`config.mk`:
```
export PLATFORM = sky130hd
export DESIGN_NAME = hazard_ctrl
export DESIGN_NICKNAME = d
export VERILOG_FILES = /design/src/rtl/hazard_pkg.sv /design/src/rtl/hazard_stat_cnt.sv /design/src/rtl/hazard_ctrl.sv
export SDC_FILE = /design/constraint.sdc
export NUM_CORES = 1
export LEC_CHECK = 0
export ABC_AREA = 1
export BUFFER_PORTS_ARGS = -buffer_cell sky130_fd_sc_hd__buf_2
export CAP_MARGIN = 25
export CORE_MARGIN = 3
export CORE_UTILIZATION = 52
export DETAILED_ROUTE_END_ITERATION = 7
export PLACE_DENSITY = 0.84
export SYNTH_ARGS = -nofsm -noshare
export SYNTH_HDL_FRONTEND = slang
export SYNTH_SLANG_ARGS = --single-unit
```
`constraint.sdc`:
```
create_clock -name clk_i -period 2.3 [get_ports clk_i]
set_input_delay 0.23 -clock clk_i [delete_from_list [all_inputs] [get_ports clk_i]]
set_output_delay 0.23 -clock clk_i [all_outputs]
set_load 0.1 [all_outputs]
```
`src/rtl/hazard_pkg.sv`:
```
// Shared definitions for the pipeline hazard controller: FSM state encoding,
// register-address width and the load-use detection rule.
package hazard_pkg;

    localparam int REG_ADDR_W = 5;
    localparam int WAIT_W     = 8;
    localparam int FLUSH_W    = 3;
    localparam int STAT_W     = 16;

    typedef enum logic [1:0] {
        RUN      = 2'b00,
        MEM_WAIT = 2'b01,
        BR_FLUSH = 2'b10
    } state_t;

    // A load in EX whose destination feeds an operand currently being decoded.
    // Register 0 is hard-wired, so a load into it never creates a dependency.
    function automatic logic load_use(
        input logic                  memread,
        input logic [REG_ADDR_W-1:0] ex_rd,
        input logic [REG_ADDR_W-1:0] id_rs1,
        input logic [REG_ADDR_W-1:0] id_rs2,
        input logic                  uses_rs2
    );
        return memread && (ex_rd != '0) &&
               ((ex_rd == id_rs1) || (uses_rs2 && (ex_rd == id_rs2)));
    endfunction

endpackage

```
`src/rtl/hazard_stat_cnt.sv`:
```
// 16-bit saturating event counter with enable and synchronous active-low reset.
module hazard_stat_cnt
    import hazard_pkg::*;
(
    input  logic              clk_i,
    input  logic              rst_n_i,
    input  logic              en_i,
    output logic [STAT_W-1:0] cnt_o
);

    localparam logic [STAT_W-1:0] STAT_ONE = STAT_W'(1);

    logic [STAT_W-1:0] r_cnt;

    // Count enabled cycles, holding at all-ones instead of wrapping.
    always_ff @(posedge clk_i) begin
        if (!rst_n_i) begin
            r_cnt <= '0;
        end else if (en_i && (r_cnt != '1)) begin
            r_cnt <= r_cnt + STAT_ONE;
        end
    end

    assign cnt_o = r_cnt;

endmodule

```
`src/rtl/hazard_ctrl.sv`:
```
// Pipeline hazard controller: load-use stalls, branch flushes and data-memory
// wait freezes, with a sticky memory-timeout flag.
// Optional statistics counters (stall and flush cycle counts) are built when
// the macro HAZARD_STATS_EN is defined.
module hazard_ctrl
    import hazard_pkg::*;
#(
    parameter int FLUSH_CYCLES = 1,
    parameter int MEM_TIMEOUT  = 255
)
(
    input  logic                  clk_i,
    input  logic                  rst_n_i,
    input  logic                  ex_memread_i,
    input  logic [REG_ADDR_W-1:0] ex_rd_i,
    input  logic [REG_ADDR_W-1:0] id_rs1_i,
    input  logic [REG_ADDR_W-1:0] id_rs2_i,
    input  logic                  id_uses_rs2_i,
    input  logic                  br_taken_i,
    input  logic                  mem_req_i,
    input  logic                  mem_ack_i,
    output logic                  hazard_o,
    output logic                  pc_write_o,
    output logic                  ifid_write_o,
    output logic                  ifid_flush_o,
    output logic                  pipe_freeze_o,
    output logic                  timeout_o
`ifdef HAZARD_STATS_EN
    ,
    output logic [STAT_W-1:0]     stall_cnt_o,
    output logic [STAT_W-1:0]     flush_cnt_o
`endif
);

    localparam logic [FLUSH_W-1:0] FLUSH_INIT  = FLUSH_W'(FLUSH_CYCLES - 1);
    localparam logic [WAIT_W-1:0]  TIMEOUT_VAL = WAIT_W'(MEM_TIMEOUT);
    localparam logic [WAIT_W-1:0]  WAIT_ONE    = WAIT_W'(1);
    localparam logic [FLUSH_W-1:0] FLUSH_ONE   = FLUSH_W'(1);

    state_t               r_state;
    state_t               r_ret_state;
    logic [FLUSH_W-1:0]   r_flush_cnt;
    logic [WAIT_W-1:0]    r_wait_cnt;
    logic                 r_timeout;

    state_t               w_state_nxt;
    state_t               w_ret_nxt;
    state_t               w_eff_state;
    logic [FLUSH_W-1:0]   w_flush_nxt;
    logic [WAIT_W-1:0]    w_wait_nxt;
    logic                 w_timeout_nxt;
    logic                 w_mem_stall;
    logic                 w_load_use;

    assign w_mem_stall = mem_req_i & ~mem_ack_i;
    assign w_load_use  = load_use(ex_memread_i, ex_rd_i, id_rs1_i, id_rs2_i, id_uses_rs2_i);

    // State, counters and the sticky timeout flag; reset abandons any
    // in-progress flush or memory wait.
    always_ff @(posedge clk_i) begin
        if (!rst_n_i) begin
            r_state     <= RUN;
            r_ret_state <= RUN;
            r_flush_cnt <= '0;
            r_wait_cnt  <= '0;
            r_timeout   <= 1'b0;
        end else begin
            r_state     <= w_state_nxt;
            r_ret_state <= w_ret_nxt;
            r_flush_cnt <= w_flush_nxt;
            r_wait_cnt  <= w_wait_nxt;
            r_timeout   <= w_timeout_nxt;
        end
    end

    // Next-state and output decode. The cycle in which a memory ack arrives is
    // decoded as the state we will return to, so the pipeline resumes without
    // losing a cycle. During flush cycles IF/ID stays write-enabled; the flush
    // clears it while the PC advances to the branch target.
    always_comb begin
        w_state_nxt   = r_state;
        w_ret_nxt     = r_ret_state;
        w_flush_nxt   = r_flush_cnt;
        w_wait_nxt    = r_wait_cnt;
        w_timeout_nxt = r_timeout;

        hazard_o      = 1'b0;
        pc_write_o    = 1'b1;
        ifid_write_o  = 1'b1;
        ifid_flush_o  = 1'b0;
        pipe_freeze_o = 1'b0;

        if ((r_state == MEM_WAIT) && mem_ack_i) begin
            w_eff_state = r_ret_state;
            w_wait_nxt  = '0;
        end else begin
            w_eff_state = r_state;
        end
        w_state_nxt = w_eff_state;

        case (w_eff_state)
            MEM_WAIT: begin
                pipe_freeze_o = 1'b1;
                pc_write_o    = 1'b0;
                ifid_write_o  = 1'b0;
                w_wait_nxt    = (r_wait_cnt == '1) ? r_wait_cnt : r_wait_cnt + WAIT_ONE;
                if (w_wait_nxt == TIMEOUT_VAL) begin
                    w_timeout_nxt = 1'b1;
                end
            end
            BR_FLUSH: begin
                if (w_mem_stall) begin
                    pipe_freeze_o = 1'b1;
                    pc_write_o    = 1'b0;
                    ifid_write_o  = 1'b0;
                    w_ret_nxt     = BR_FLUSH;
                    w_state_nxt   = MEM_WAIT;
                end else begin
                    hazard_o     = 1'b1;
                    ifid_flush_o = 1'b1;
                    w_flush_nxt  = (r_flush_cnt == '0) ? '0 : r_flush_cnt - FLUSH_ONE;
                    w_state_nxt  = (w_flush_nxt == '0) ? RUN : BR_FLUSH;
                end
            end
            default: begin
                if (w_mem_stall) begin
                    pipe_freeze_o = 1'b1;
                    pc_write_o    = 1'b0;
                    ifid_write_o  = 1'b0;
                    w_ret_nxt     = RUN;
                    w_state_nxt   = MEM_WAIT;
                end else if (br_taken_i) begin
                    hazard_o     = 1'b1;
                    ifid_flush_o = 1'b1;
                    w_flush_nxt  = FLUSH_INIT;
                    w_state_nxt  = (FLUSH_INIT != '0) ? BR_FLUSH : RUN;
                end else if (w_load_use) begin
                    hazard_o     = 1'b1;
                    pc_write_o   = 1'b0;
                    ifid_write_o = 1'b0;
                end
            end
        endcase

        if (!rst_n_i) begin
            hazard_o      = 1'b1;
            ifid_flush_o  = 1'b1;
            pc_write_o    = 1'b0;
            ifid_write_o  = 1'b0;
            pipe_freeze_o = 1'b0;
        end
    end

    assign timeout_o = r_timeout;

`ifdef HAZARD_STATS_EN
    logic w_stall_en;
    assign w_stall_en = ~pc_write_o;

    hazard_stat_cnt u_stall_cnt (
        .clk_i   (clk_i),
        .rst_n_i (rst_n_i),
        .en_i    (w_stall_en),
        .cnt_o   (stall_cnt_o)
    );

    hazard_stat_cnt u_flush_cnt (
        .clk_i   (clk_i),
        .rst_n_i (rst_n_i),
        .en_i    (ifid_flush_o),
        .cnt_o   (flush_cnt_o)
    );
`endif

endmodule
```
==> summary.txt <==
Setup path
  • Critical path arrival: 2.06 ns
  • Largest stage delay, worst path: between 0.3 and 0.4 ns
  • Bufs and invs on worst path: 4
  • Crit path launch: r_state[0]
  • Crit-path slowest cell: o31ai_4
  • Critical path launch point type: flip-flop
  • CP cell instances: inv_2 > o31ai_4 > ha_4 > inv_2 > nor3_4 > inv_2 > a21oi_4 > buf_12
  • Worst r2r src: r_state[0]
  • Cell repeated most along the worst path: inv_2
  • Flop-to-flop setup slack: approximately 0.33 ns
  • Crit-path leading delay family: compound AO/OA/AOI/OAI gates
  • Critical path type: flip-flop to primary output
  • Setup crit end kind: primary output
  • Cells on worst reg2reg path: 9
  • Worst r2r dst: r_flush_cnt[0]
  • Data required, critical path: 2.07 ns
  • CP max FO: 4

Pwr
  • Logic gate share of total power: 29.5%
  • Power share of the sequential group: 44.9%
  • Pwr per Cell Area: 388 nW/um2
  • Switching portion of total power: approximately 34%
  • Final total power: 0.588 mW
  • Peak supply drop: between 300 and 400 uV
  • Cell internal pwr: 0.389 mW
  • NetSw: 0.199 mW
  • Clock Power Share: roughly a quarter
  • Static Leak: 0.711 nW

Clock tree
  • CTS Root Cell: clkbuf_4
  • Worst skew pair latency: 0.28 ns
  • Clock tree buffer depth: 2
  • Reg clk slew, reported paths: 0.08 ns
  • CTS Buf Count: 3
  • Num Clock Sinks: 15
  • H-tree depth: 1
  • CTS Hold Buffers Added: 0
  • CTS tree: yes

STA
  • Final Hold Fails: 0
  • WHS: 0.231 ns
  • Headroom to the max-slew limit: a little over three fifths
  • Fmax achieved: approximately 440 MHz
  • Final setup margin: 0.0121 ns
  • Worst slew pin tran: 0.556 ns
  • Slew Limit Fails: 0
  • Worst Skew: 0.0110 ns
  • Setup TNS: 0 ns
  • Final setup violation count: 0
  • Minimum clock period: 2.29 ns
  • Period utilisation layout: between 90% and 100%

Yosys
  • Synth area leaders: dfxtp_1 (26%), nand2_1 (20%), inv_1 (11%)
  • Mean Syn Cell Area: 5.81 um2
  • Post-synthesis register bit count: 15
  • Yosys top cell area share: 26.3%
  • Seq/Total Area, Yosys: 26.3%
  • Yosys top cell by area: dfxtp_1
  • Netlist cell types: 25
  • Syn Std Cell Area: 1140 um2
  • Syn Nets: 222
  • Number of synthesis warnings: 0
  • Post-Syn Instances: about 200

Min path
  • HP Start: rst_n_i
  • Hold endpoint: r_wait_cnt[7]
  • Hold WC Path Type: primary input to flip-flop
  • Hold Path Stages: 3

Layout
  • Number of diodes: 0
  • Final net count: 258
  • Layout cells sized above 1: 25.4%
  • Fin area: 1510 um2
  • Commonest non-fill, non-tap cell in the layout: nand2_1
  • Area Growth Syn to Fin: 32.3%
  • Fillers: 152
  • Most frequent cells in the layout: nand2_1 (59), inv_1 (30), buf_2 (22)

Routing
  • Routed vias/inst: 5.19
  • Antenna Violating Nets Remaining: 0
  • DR pass1 iterations: 4
  • Final wirelength: 3.10 mm
  • DR WL/cell: between 10 and 15 um
  • Initial DRC count: 50
  • DRC viols: 0
  • Vias: 1345

Floorplan
  • IO Pins: 28
  • Initial Utilization: 56.6%
  • DIE AREA: 2800 um2
  • Core ar.: 2020 um2
  • Die Y: 52.9 um
  • Die width: ~53 um
  • Rows: 16

Global routing
  • Initial antenna violation count: 0
  • Global-route wire length before repair: 5.20 mm
  • Vias in the first global route: 1268
  • Largest net degree at the start of global routing: 16
  • GRT overflow: 0
  • Total track usage: 24.7%

Placement
  • Dpl ws: about 0.021 ns
  • DP HPWL: approximately 2.2 mm
  • Placed Area: 1390 um2
  • Port Buffers: 27
  • GP Congestion: 0.874

Run
  • Max_cap viols: 0

Status
  • Outcome: complete, no violations
==> repair_timing <==
item	CTS	global route
buffers inserted	0	5
gates cloned	0	0
resized for setup	7	9
endpoints found under the setup margin	4	4
pin swaps	3	5
endpoints found under the hold margin	0	0
==> cell type report <==
cell class / instances / area, um2 / share of cell area (%)
Tap cell: 27 / 33.8 / 2.23
Sequential cell: 15 / 300 / 19.9
Inverter: 35 / 133 / 8.77
Multi-Input combinational cell: 145 / 777 / 51.4
Clock buffer: 4 / 26.3 / 1.74
Timing Repair Buffer: 33 / 243 / 16.0
==> cells in the mapped netlist <==
cell      count
a21oi_1      16
buf_4         1
nand2_4       1
a21oi_2       1
xnor2_1       2
o22ai_1       1
o21ai_0      12
nand2_1      60
nand4_1       1
xor2_1        4
nor2_1       23
nor3_1        2
nand2_2       1
nor2_2        2
ha_1          3
o211ai_1      1
nand3_2       1
o31ai_1       1
inv_1        34
dfxtp_1      15
o21ai_1       1
buf_1         1
clkinv_2      1
nor2_4        1
nand3_1      11
==> sequential cells by signal, summed over array words and instances (netlist names) <==
signal	count
r_flush_cnt	3
r_ret_state	1
r_state	2
r_wait_cnt	8
timeout_o	1
==> kinds of logic after synthesis <==
| logic type | after synthesis | share of synthesized area (%) |
|---|---|---|
| AO/OA/AOI/OAI | 33 | 15.3 |
| XOR/XNOR | 6 | 4.60 |
| adder cells (fa/ha/maj) | 3 | 3.28 |
| buffers and inverters | 37 | 12.6 |
| flip-flops | 15 | 26.3 |
| AND/OR/NAND/NOR | 103 | 38.0 |
==> metrics by stage <==
| step | utilization [%] | std cells |
|---|---|---|
| after floorplan | - | 197 |
| after global placement | 68.8 | 250 |
| after detailed placement | 68.8 | 250 |
| after CTS | 72.1 | 254 |
| after global routing | 74.8 | 259 |
| final | 74.8 | 259 |
==> worst max path at each step <==
stage | endpoint | slack [ns] | cells past startpoint
after floorplan | pc_write_o | -0.33 | 8
after global placement | ifid_write_o | 0.19 | 8
after detailed placement | pc_write_o | 0.02 | 9
after CTS | pc_write_o | 0.04 | 9
after global routing | pc_write_o | -0.02 | 7
final | pc_write_o | 0.01 | 8
==> routing by layer <==
| layer | wire, um | GRT usage (%) | up-vias |
|---|---|---|---|
| li1 | - | - | 686 |
| met1 | 1240 | 29.2 | 582 |
| met4 | 88 | 8.09 | 0 |
| met2 | 1570 | 44.0 | 61 |
| met5 | 0 | 0 | - |
| met3 | 195 | 4.79 | 16 |
==> power by group through the flow <==
stage / registers [mW] / logic [mW] / clock network, mW
finish: 0.264 / 0.173 / 0.151
global placement: 0.270 / 0.156 / 0
floorplan: 0.269 / 0.102 / 0
global route: 0.264 / 0.184 / 0.163
detailed placement: 0.270 / 0.160 / 0
CTS: 0.264 / 0.165 / 0.154
==> tightest hold or removal path, delay by kind of cell <==
| family | cells | cell delay, ns |
|---|---|---|
| AOI/OAI and AO/OA | 2 | 0.11 |
| buffers and inverters | 1 | 0.12 |
Note: power is estimated with default switching activity, not from simulation.
